<file path="src/rtl/zfp_inv_cast.sv">
// zfp_inv_cast: rebuilds IEEE-754 double fields from block-exponent fixed-point values.
// Define ZFP_INV_CAST_RNE_EN for round-to-nearest-even (adds one pipeline stage).
module zfp_inv_cast #(
  parameter int BLOCK_LEN = 4,
  parameter int IW        = 64
) (
  input  logic          clk,
  input  logic          reset,
  input  logic [10:0]   s_ex_data,
  input  logic          s_ex_valid,
  output logic          s_ex_ready,
  input  logic [IW-1:0] s_int_data,
  input  logic          s_int_valid,
  output logic          s_int_ready,
  output logic [51:0]   m_fp_data_frac,
  output logic [10:0]   m_fp_data_expo,
  output logic          m_fp_data_sign,
  output logic          m_fp_valid,
  input  logic          m_fp_ready
);

  localparam int CW = (BLOCK_LEN > 1) ? $clog2(BLOCK_LEN) : 1;
  localparam logic [CW-1:0] LAST = CW'(BLOCK_LEN - 1);

  typedef enum logic {WAIT_EX, STREAM} state_e;

  state_e        state_q;
  logic [CW-1:0] count_q;
  logic [10:0]   exp_q;

  logic adv, intFire, blkEnd, exFire, outValid;

  logic          st1Valid_q, st1Valid_d;
  logic          st1Sign_q, st1Sign_d;
  logic [63:0]   st1Mag_q, st1Mag_d;
  logic [10:0]   st1Exp_q, st1Exp_d;
  logic          st2Valid_q, st2Valid_d;

  logic [5:0]    lz;
  logic [12:0]   eSum;

`ifdef ZFP_INV_CAST_RNE_EN
  logic          st2Sign_q, st2Sign_d;
  logic          st2Zero_q, st2Zero_d;
  logic [12:0]   st2Exp_q, st2Exp_d;
  logic [62:0]   st2Norm_q, st2Norm_d;
  logic          st3Valid_q, st3Valid_d;
  logic [63:0]   st3Fp_q, st3Fp_d;
  logic [62:0]   norm;
  logic          roundUp;
`else
  logic [63:0]   st2Fp_q, st2Fp_d;
  logic [51:0]   fracTrunc;
`endif

  function automatic logic [5:0] lzc64(input logic [63:0] v);
    lzc64 = 6'd0;
    for (int i = 0; i < 64; i++)
      if (v[i]) lzc64 = 6'(63 - i);
  endfunction

  // Rounding carry bumps the exponent before the flush/saturate range checks.
  function automatic logic [63:0] packFp(input logic sign, input logic isZero,
                                         input logic [12:0] eIn, input logic [51:0] fracIn,
                                         input logic rnd);
    logic [52:0] fracRnd;
    logic [12:0] eRnd;
    fracRnd = {1'b0, fracIn} + {52'd0, rnd};
    eRnd    = eIn + {12'd0, fracRnd[52]};
    if (isZero)
      packFp = 64'd0;
    else if (eRnd[12] || eRnd == 13'd0)
      packFp = {sign, 63'd0};
    else if (eRnd >= 13'd2047)
      packFp = {sign, 11'h7ff, 52'd0};
    else
      packFp = {sign, eRnd[10:0], fracRnd[51:0]};
  endfunction

  assign adv         = !outValid || m_fp_ready;
  assign s_int_ready = reset && (state_q == STREAM) && adv;
  assign intFire     = s_int_valid && s_int_ready;
  assign blkEnd      = intFire && (count_q == LAST);
  assign s_ex_ready  = reset && ((state_q == WAIT_EX) || blkEnd);
  assign exFire      = s_ex_valid && s_ex_ready;

  always_ff @(posedge clk) begin
    if (!reset) begin
      state_q <= WAIT_EX;
      count_q <= '0;
      exp_q   <= '0;
    end else begin
      case (state_q)
        WAIT_EX: begin
          if (exFire) begin
            exp_q   <= s_ex_data;
            count_q <= '0;
            state_q <= STREAM;
          end
        end
        STREAM: begin
          if (intFire) begin
            if (blkEnd) begin
              count_q <= '0;
              if (exFire) exp_q <= s_ex_data;
              else        state_q <= WAIT_EX;
            end else begin
              count_q <= count_q + 1'b1;
            end
          end
        end
        default: state_q <= WAIT_EX;
      endcase
    end
  end

  assign lz   = lzc64(st1Mag_q);
  assign eSum = {2'b00, st1Exp_q} + 13'd1 - {7'd0, lz};

`ifdef ZFP_INV_CAST_RNE_EN
  assign norm    = 63'(st1Mag_q << lz);
  assign roundUp = st2Norm_q[10] && (st2Norm_q[11] || (|st2Norm_q[9:0]));
  assign outValid = st3Valid_q;
  assign {m_fp_data_sign, m_fp_data_expo, m_fp_data_frac} = st3Fp_q;
`else
  assign fracTrunc = 52'((st1Mag_q << lz) >> 11);
  assign outValid  = st2Valid_q;
  assign {m_fp_data_sign, m_fp_data_expo, m_fp_data_frac} = st2Fp_q;
`endif
  assign m_fp_valid = outValid;

  // Stall-all pipe: every stage advances together only when the output can move.
  always_comb begin
    st1Valid_d = st1Valid_q;
    st1Sign_d  = st1Sign_q;
    st1Mag_d   = st1Mag_q;
    st1Exp_d   = st1Exp_q;
    st2Valid_d = st2Valid_q;
`ifdef ZFP_INV_CAST_RNE_EN
    st2Sign_d  = st2Sign_q;
    st2Zero_d  = st2Zero_q;
    st2Exp_d   = st2Exp_q;
    st2Norm_d  = st2Norm_q;
    st3Valid_d = st3Valid_q;
    st3Fp_d    = st3Fp_q;
`else
    st2Fp_d    = st2Fp_q;
`endif
    if (adv) begin
      st1Valid_d = intFire;
      st1Sign_d  = s_int_data[IW-1];
      st1Mag_d   = s_int_data[IW-1] ? (~s_int_data + 64'd1) : s_int_data;
      st1Exp_d   = exp_q;
      st2Valid_d = st1Valid_q;
`ifdef ZFP_INV_CAST_RNE_EN
      st2Sign_d  = st1Sign_q;
      st2Zero_d  = (st1Mag_q == 64'd0);
      st2Exp_d   = eSum;
      st2Norm_d  = norm;
      st3Valid_d = st2Valid_q;
      st3Fp_d    = packFp(st2Sign_q, st2Zero_q, st2Exp_q, st2Norm_q[62:11], roundUp);
`else
      st2Fp_d    = packFp(st1Sign_q, st1Mag_q == 64'd0, eSum, fracTrunc, 1'b0);
`endif
    end
  end

  always_ff @(posedge clk) begin
    if (!reset) begin
      st1Valid_q <= 1'b0;
      st1Sign_q  <= 1'b0;
      st1Mag_q   <= '0;
      st1Exp_q   <= '0;
      st2Valid_q <= 1'b0;
`ifdef ZFP_INV_CAST_RNE_EN
      st2Sign_q  <= 1'b0;
      st2Zero_q  <= 1'b0;
      st2Exp_q   <= '0;
      st2Norm_q  <= '0;
      st3Valid_q <= 1'b0;
      st3Fp_q    <= '0;
`else
      st2Fp_q    <= '0;
`endif
    end else begin
      st1Valid_q <= st1Valid_d;
      st1Sign_q  <= st1Sign_d;
      st1Mag_q   <= st1Mag_d;
      st1Exp_q   <= st1Exp_d;
      st2Valid_q <= st2Valid_d;
`ifdef ZFP_INV_CAST_RNE_EN
      st2Sign_q  <= st2Sign_d;
      st2Zero_q  <= st2Zero_d;
      st2Exp_q   <= st2Exp_d;
      st2Norm_q  <= st2Norm_d;
      st3Valid_q <= st3Valid_d;
      st3Fp_q    <= st3Fp_d;
`else
      st2Fp_q    <= st2Fp_d;
`endif
    end
  end

endmodule

</file>
<file path="config.mk">
export PLATFORM = sky130hd
export DESIGN_NAME = zfp_inv_cast
export DESIGN_NICKNAME = d
export VERILOG_FILES = /design/src/rtl/zfp_inv_cast.sv
export SDC_FILE = /design/constraint.sdc
export NUM_CORES = 1
export LEC_CHECK = 0
export CAP_MARGIN = 20
export CORE_ASPECT_RATIO = 1.4
export CORE_UTILIZATION = 55
export DETAILED_ROUTE_END_ITERATION = 10
export PLACE_DENSITY = 0.79
export SLEW_MARGIN = 20
export SYNTH_ARGS = -nofsm -noshare
export SYNTH_HDL_FRONTEND = slang
export SYNTH_SLANG_ARGS = --single-unit
</file>
<file path="constraint.sdc">
create_clock -name clk -period 7.5 [get_ports clk]
set_input_delay 1.5 -clock clk [delete_from_list [all_inputs] [get_ports clk]]
set_output_delay 1.5 -clock clk [all_outputs]
set_load 0.02 [all_outputs]
</file>
== Word level (Yosys, flattened, before mapping) ==
Index checks and enable logic that the tools add are counted.
Storage, ports and cells
  register bits after elaboration: 156
  bits in latches: 0
  RAM bits: 0
  memory bits (read-only): 0
  bits of input ports: 80
  output and inout port bits: 67
  word-level logic and storage cells: 115
  memories: 0
Operators by class
  $add $sub $neg: 4
  $mul: 0
  div/mod/pow operators: 0
  $lt $le $gt $ge: 1
  eq/ne operators: 4
  shifts and indexed selects: 1
  multiplexer cells: 80
  bitwise logic cells: 2
  reductions and logical operators: 14
Operators by type and width (number)
  $mux W6: 64
  $mux W64: 2
  $mux W63: 2
  $add A64 B1 Y64 const B: 1
  $logic_not A64 Y1: 1
  $not A64 Y64: 1
  $shl A64 B6 Y63: 1
  $mux W11: 3
  $pmux W11 S2: 1
  $ge A13 B11 Y1 const B: 1
  $logic_not A13 Y1: 1
  $sub A12 B6 Y13: 1
  $add A11 B1 Y12 const B: 1
  $logic_and A1 B1 Y1: 6
  $mux W2: 3
  $ne A2 B1 Y1 const B: 2
  $pmux W2 S2: 1
  $reduce_and A2 Y1: 2
  $logic_or A1 B1 Y1: 3
  $mux W1: 3
  $add A2 B1 Y2 const B: 1
  $eq A2 B2 Y1 const B: 1
  $ne A2 B2 Y1 const B: 1
  $pmux W1 S2: 1
  other kinds (2): 2

== Logic depth before layout (Yosys ltp) ==
  depth after elaboration: 69
  mapped depth: 27
  depth with buffers taken out: 21

== Worst setup path before layout ==
OpenSTA, ideal clock, no wires.
  kind: register -> register
  start: register st1Mag_q[4]
  end: register st2Fp_q[40]
  arrival time: 5.928 ns
  path slack: 1.452 ns
  cell stages (with the launch flop): 28
  clock period less this slack: 6.048 ns
  path through: dfxtp_1 -> clkbuf_1 -> nor2_1 -> a2111oi_0 -> o211ai_1 -> a311oi_1 -> o31ai_1 -> nand2b_1 -> clkbuf_1 -> clkinv_1 -> buf_1 -> clkbuf_1 -> clkbuf_1 -> ha_1 -> ha_1 -> fa_1 -> a211oi_1 -> o21ai_0 -> a21oi_1 -> o2111ai_1 -> o41ai_1 -> a211oi_1 -> clkbuf_1 -> nand2_1 -> inv_1 -> nand2_1 -> o21ai_0 -> o31a_1
On the way
  word-level cells in the longest chain between the ends: 65
  elaborated cells between the ends (all ways): 69
  those cells by class: add/sub (1); order compare (1); shift (1); mux (63); reduce/logical (3)
RTL lines
  start, declared: RTL line 35  | logic [63:0] st1Mag_q, st1Mag_d;
  start signal, assigned: RTL line 188  | st1Mag_q <= st1Mag_d;
  $mux W6 (60 in a row): RTL line 59  | if (v[i]) lzc64 = 6'(63 - i);
  $sub A12 B6 Y13: RTL line 118  | assign eSum = {2'b00, st1Exp_q} + 13'd1 - {7'd0, lz};
  $ge A13 B11 Y1 / $logic_not A13 Y1 (equally long branches): RTL line 74, 72
  $mux W63 / $logic_or A1 B1 Y1 (equally long branches): RTL line 74, 72
  $mux W63: RTL line 72  | else if (eRnd[12] || eRnd == 13'd0)
  $mux W64 *: RTL line 70  | if (isZero)
  end signal, assigned: RTL line 199  | st2Fp_q <= st2Fp_d;
  end, declared: RTL line 52  | logic [63:0] st2Fp_q, st2Fp_d;
Every way passes the cells marked *; elsewhere a longest branch is shown, timed or not.
A chain may end at the register's enable or synchronous reset.

== Worst setup path after layout ==
  start: register st1Mag_q[57]
  end: register st2Fp_q[8]
On the way
  word-level cells in the longest chain between the ends: 12
  elaborated cells between the ends (all ways): 16
  those cells by class: add/sub (1); order compare (1); shift (1); mux (10); reduce/logical (3)
RTL lines (RTL line)
  $mux W6 (7 in a row): 59
  $sub A12 B6 Y13: 118
  $ge A13 B11 Y1 / $logic_not A13 Y1 (equally long branches): 74, 72
  $mux W63 / $logic_or A1 B1 Y1 (equally long branches): 74, 72
  $mux W63: 72
  $mux W64 *: 70
Marked as above.

==> flow_metrics.env <==
export IMPL_switching_share_pct=40.5
export IMPL_drt_total_wl_mm=37.3
export IMPL_ys_ff_latch=156
export IMPL_p_leak_nw=5.47
export IMPL_post_cts_buffers=0
export IMPL_clkLatencyLatePin_ps=450
export IMPL_root_buffer="clkbuf_16"
export IMPL_vias=12000
export IMPL_nFillCells=1761
export IMPL_grt_max_degree=95
export IMPL_crit_path_max_fanout=13
export IMPL_clock_sinks=156
export IMPL_via_per_inst=6.50
export IMPL_drc=0
export IMPL_tightest_slew_ps=980
export IMPL_die_h_um=174
export IMPL_met2_usage_pct=57.0
export IMPL_worstSetupPathType="reg2reg"
export IMPL_outcome="complete, no violations"
export IMPL_syn_area_um2=11600
export IMPL_avgSynthCellArea_um2=7.74
export IMPL_drive_gt1_share_pct=6.03
export IMPL_ff2ff_path_depth=20
export IMPL_rsz0062_at_grt="no"
export IMPL_place_congestion=1.07
export IMPL_pwr_share_comb_pct=40.6
export IMPL_mostFrequentLayoutCells="nand2_1 (195), mux2i_1 (168), dfxtp_1 (156)"
export IMPL_finalHoldViolCount=0
export IMPL_ios=147
export IMPL_layout_nets=1678
export IMPL_setup_tns_ps=0
export IMPL_grtUsageMet3_pct=5.22
export IMPL_met1_usage_pct=41.6
export IMPL_vdd_drop_max_mv=0.184
export IMPL_cts_max_path_buffers=2
export IMPL_drv_slew=0
export IMPL_fmax_ghz=0.147
export IMPL_ys_seq_area_share_pct=27.0
export IMPL_die_area_um2=21600
export IMPL_layout_commonest_cell="nand2_1"
export IMPL_fin_skew_ps=13.0
export IMPL_reg2reg_to="st2Fp_q[8]"
export IMPL_hpwl_mm=28.0
export IMPL_hold_end="st2Fp_q[57]"
export IMPL_clk_pin_slew_ps=60
export IMPL_hp_start="st2Fp_q[57]"
export IMPL_cts_hold_buf=0
export IMPL_top_usage_layer="met2"
export IMPL_powerDensity_nw_per_um2=225
export IMPL_worstHoldPathCells=2
export IMPL_start_util_pct=56.3
export IMPL_rrSetupSlack_ps=700
export IMPL_die_w_um=125
export IMPL_max_slew_margin_pct=34.6
export IMPL_crit_path_start_kind="flop"
export IMPL_p_seq_share_pct=31.2
export IMPL_finalSetupViolCount=0
export IMPL_power_frac_clock_pct=28.2
export IMPL_synthArstFlopShare_pct=0
export IMPL_io_buffers=146
export IMPL_hp_class="reg2reg"
export IMPL_critical_path_arrival_ps=7170
export IMPL_h_tree_depth=4
export IMPL_regArea_um2=3120
export IMPL_core_area_um2=20600
export IMPL_drv_cap=0
export IMPL_n_antenna_cell=0
export IMPL_row_count=62
export IMPL_grt_pass1_vias=11300
export IMPL_syn_inst=1496
export IMPL_required_ps=7870
export IMPL_grt_overflow=0
export IMPL_ys_flop_type="dfxtp_1"
export IMPL_synthDistinctLibCells=71
export IMPL_antenna_left=0
export IMPL_cts_tree="done"
export IMPL_critical_path_reg2reg_startpoint="st1Mag_q[57]"
export IMPL_syn2layout_area_growth_pct=18.5
export IMPL_wl_per_cell_um=20.2
export IMPL_p_int_mw=1.84
export IMPL_post_route_period_util_pct=90.7
export IMPL_firstDrtPassIters=6
export IMPL_grt_pass1_wl_mm=59.9
export IMPL_synth_warnings=0
export IMPL_finalPower_mw=3.09
export IMPL_multi_input_area_um2=7980
export IMPL_grt_use_total_pct=34.4
export IMPL_cts_made_buffers=17
export IMPL_synth_fp_nets=1596
export IMPL_grt_antenna_before_repair=0
export IMPL_drt_iter0_markers=1193
export IMPL_switchingPower_mw=1.25
export IMPL_crit_path_end_kind="flop"
export IMPL_cts_resized=0
export IMPL_synth_edf_count=0
export IMPL_finalCriticalPeriod_ps=6800
-- worst max-delay path, cell delays in order (launching register included) --
cell	delay (ps)
dfxtp_1	510
o31ai_1	130
a211o_1	360
a21oi_1	770
nand2_2	140
inv_1	170
ha_1	140
inv_1	40
ha_1	220
fa_1	420
a211oi_1	410
o21ai_0	320
nand3_1	130
and4_1	290
o41ai_1	190
a211oi_1	820
and2_1	500
nand2_1	410
nor3_1	510
a22oi_1	130
o21ai_0	110
-- registers in the layout (all words and copies together) (netlist names) --
signal	flops
state_q	1
st1Valid_q	1
exp_q	11
m_fp_valid	1
st1Mag_q	64
st2Fp_q	64
st1Sign_q	1
count_q	2
st1Exp_q	11
-- layout make-up --
type | count | area share (%)
clock inverters | 14 | 1.07
flip-flops and latches | 156 | 22.8
clock buffers | 18 | 3.13
inverters | 34 | 0.930
well taps | 256 | 2.33
repair buffers | 165 | 11.7
multi-input cells | 1204 | 58.1
-- worst max path at each step --
stage                       from     endpoint  slack [ps]  cells past startpoint
global route         st1Mag_q[1]   st2Fp_q[5]         250                     21
floorplan            st1Mag_q[4]  st2Fp_q[40]        1450                     27
global placement     st1Mag_q[1]   st2Fp_q[8]        1200                     21
detailed placement   st1Mag_q[1]   st2Fp_q[8]        1010                     21
finish              st1Mag_q[57]   st2Fp_q[8]         700                     20
CTS                  st1Mag_q[1]   st2Fp_q[8]         960                     21
-- through the flow --
stage | setup slack, ps | util (%) | std cells | area, µm² | hold slack (ps)
floorplan | 1450 | - | 1496 | 11600 | 423
global placement | 1200 | 64.0 | 1815 | 13100 | 425
detailed placement | 1010 | 64.0 | 1815 | 13100 | 430
CTS | 960 | 66.8 | 1847 | 13700 | 439
global route | 249 | 66.8 | 1847 | 13700 | 453
finish | 701 | 66.8 | 1847 | 13700 | 435
-- cell usage after synthesis, types with 7 or more instances --
| library cell | n | area (µm²) |
|---|---|---|
| a211oi_1 | 53 | 398 |
| a21oi_1 | 80 | 400 |
| o21bai_1 | 7 | 52.6 |
| and3_1 | 8 | 50.1 |
| mux2_2 | 21 | 236 |
| o211ai_1 | 20 | 150 |
| a221oi_1 | 11 | 96.3 |
| nor4_1 | 23 | 144 |
| nand2_1 | 196 | 736 |
| dfxtp_1 | 156 | 3120 |
| a31oi_1 | 17 | 106 |
| nand2b_1 | 12 | 75.1 |
| nor3_1 | 29 | 145 |
| nor2_1 | 125 | 469 |
| nand4_1 | 7 | 43.8 |
| buf_1 | 15 | 56.3 |
| clkbuf_1 | 83 | 312 |
| o41ai_1 | 10 | 87.6 |
| xor2_1 | 62 | 543 |
| a32oi_1 | 7 | 61.3 |
| a22oi_1 | 22 | 165 |
| a21o_1 | 9 | 67.6 |
| o22ai_1 | 9 | 56.3 |
| a22o_1 | 11 | 96.3 |
| o21ai_0 | 92 | 460 |
| ha_1 | 19 | 238 |
| nor2b_1 | 10 | 62.6 |
| o31ai_1 | 25 | 188 |
| mux2i_1 | 168 | 1680 |
| nand3_1 | 43 | 215 |
| inv_1 | 32 | 120 |
| or3_1 | 11 | 68.8 |
| a21boi_0 | 7 | 52.6 |
| or4_1 | 11 | 82.6 |
-- power groups by stage --
stage                     Sequential, mW  Combinational (mW)  Clock, mW
after CTS                          0.960                1.22      0.874
final                              0.962                1.25      0.870
after global placement             0.975                1.21          0
after floorplan                    0.986               0.794          0
after detailed placement           0.978                1.21          0
after global routing               0.971                1.33      0.913
-- metal layers --
layer  vias to the layer above  share of wire (%)
met5                         -                  0
met4                         0                5.9
met2                       570                 47
met1                      5542                 40
met3                       159                6.5
li1                       5728                  -
-- cells by family (layout without fill, tap and decap cells) --
family	count (synthesis)	after routing	share of synthesized area, %
AO/OA/AOI/OAI	428	428	24.6
multiplexers	190	190	16.8
AND/OR/NAND/NOR	499	499	19.9
buffers and inverters	136	231	4.45
flip-flops	156	156	27.0
XOR/XNOR	67	67	5.07
adder cells (fa/ha/maj)	20	20	2.23
No activity file was read; power rests on OpenSTA's default activity.
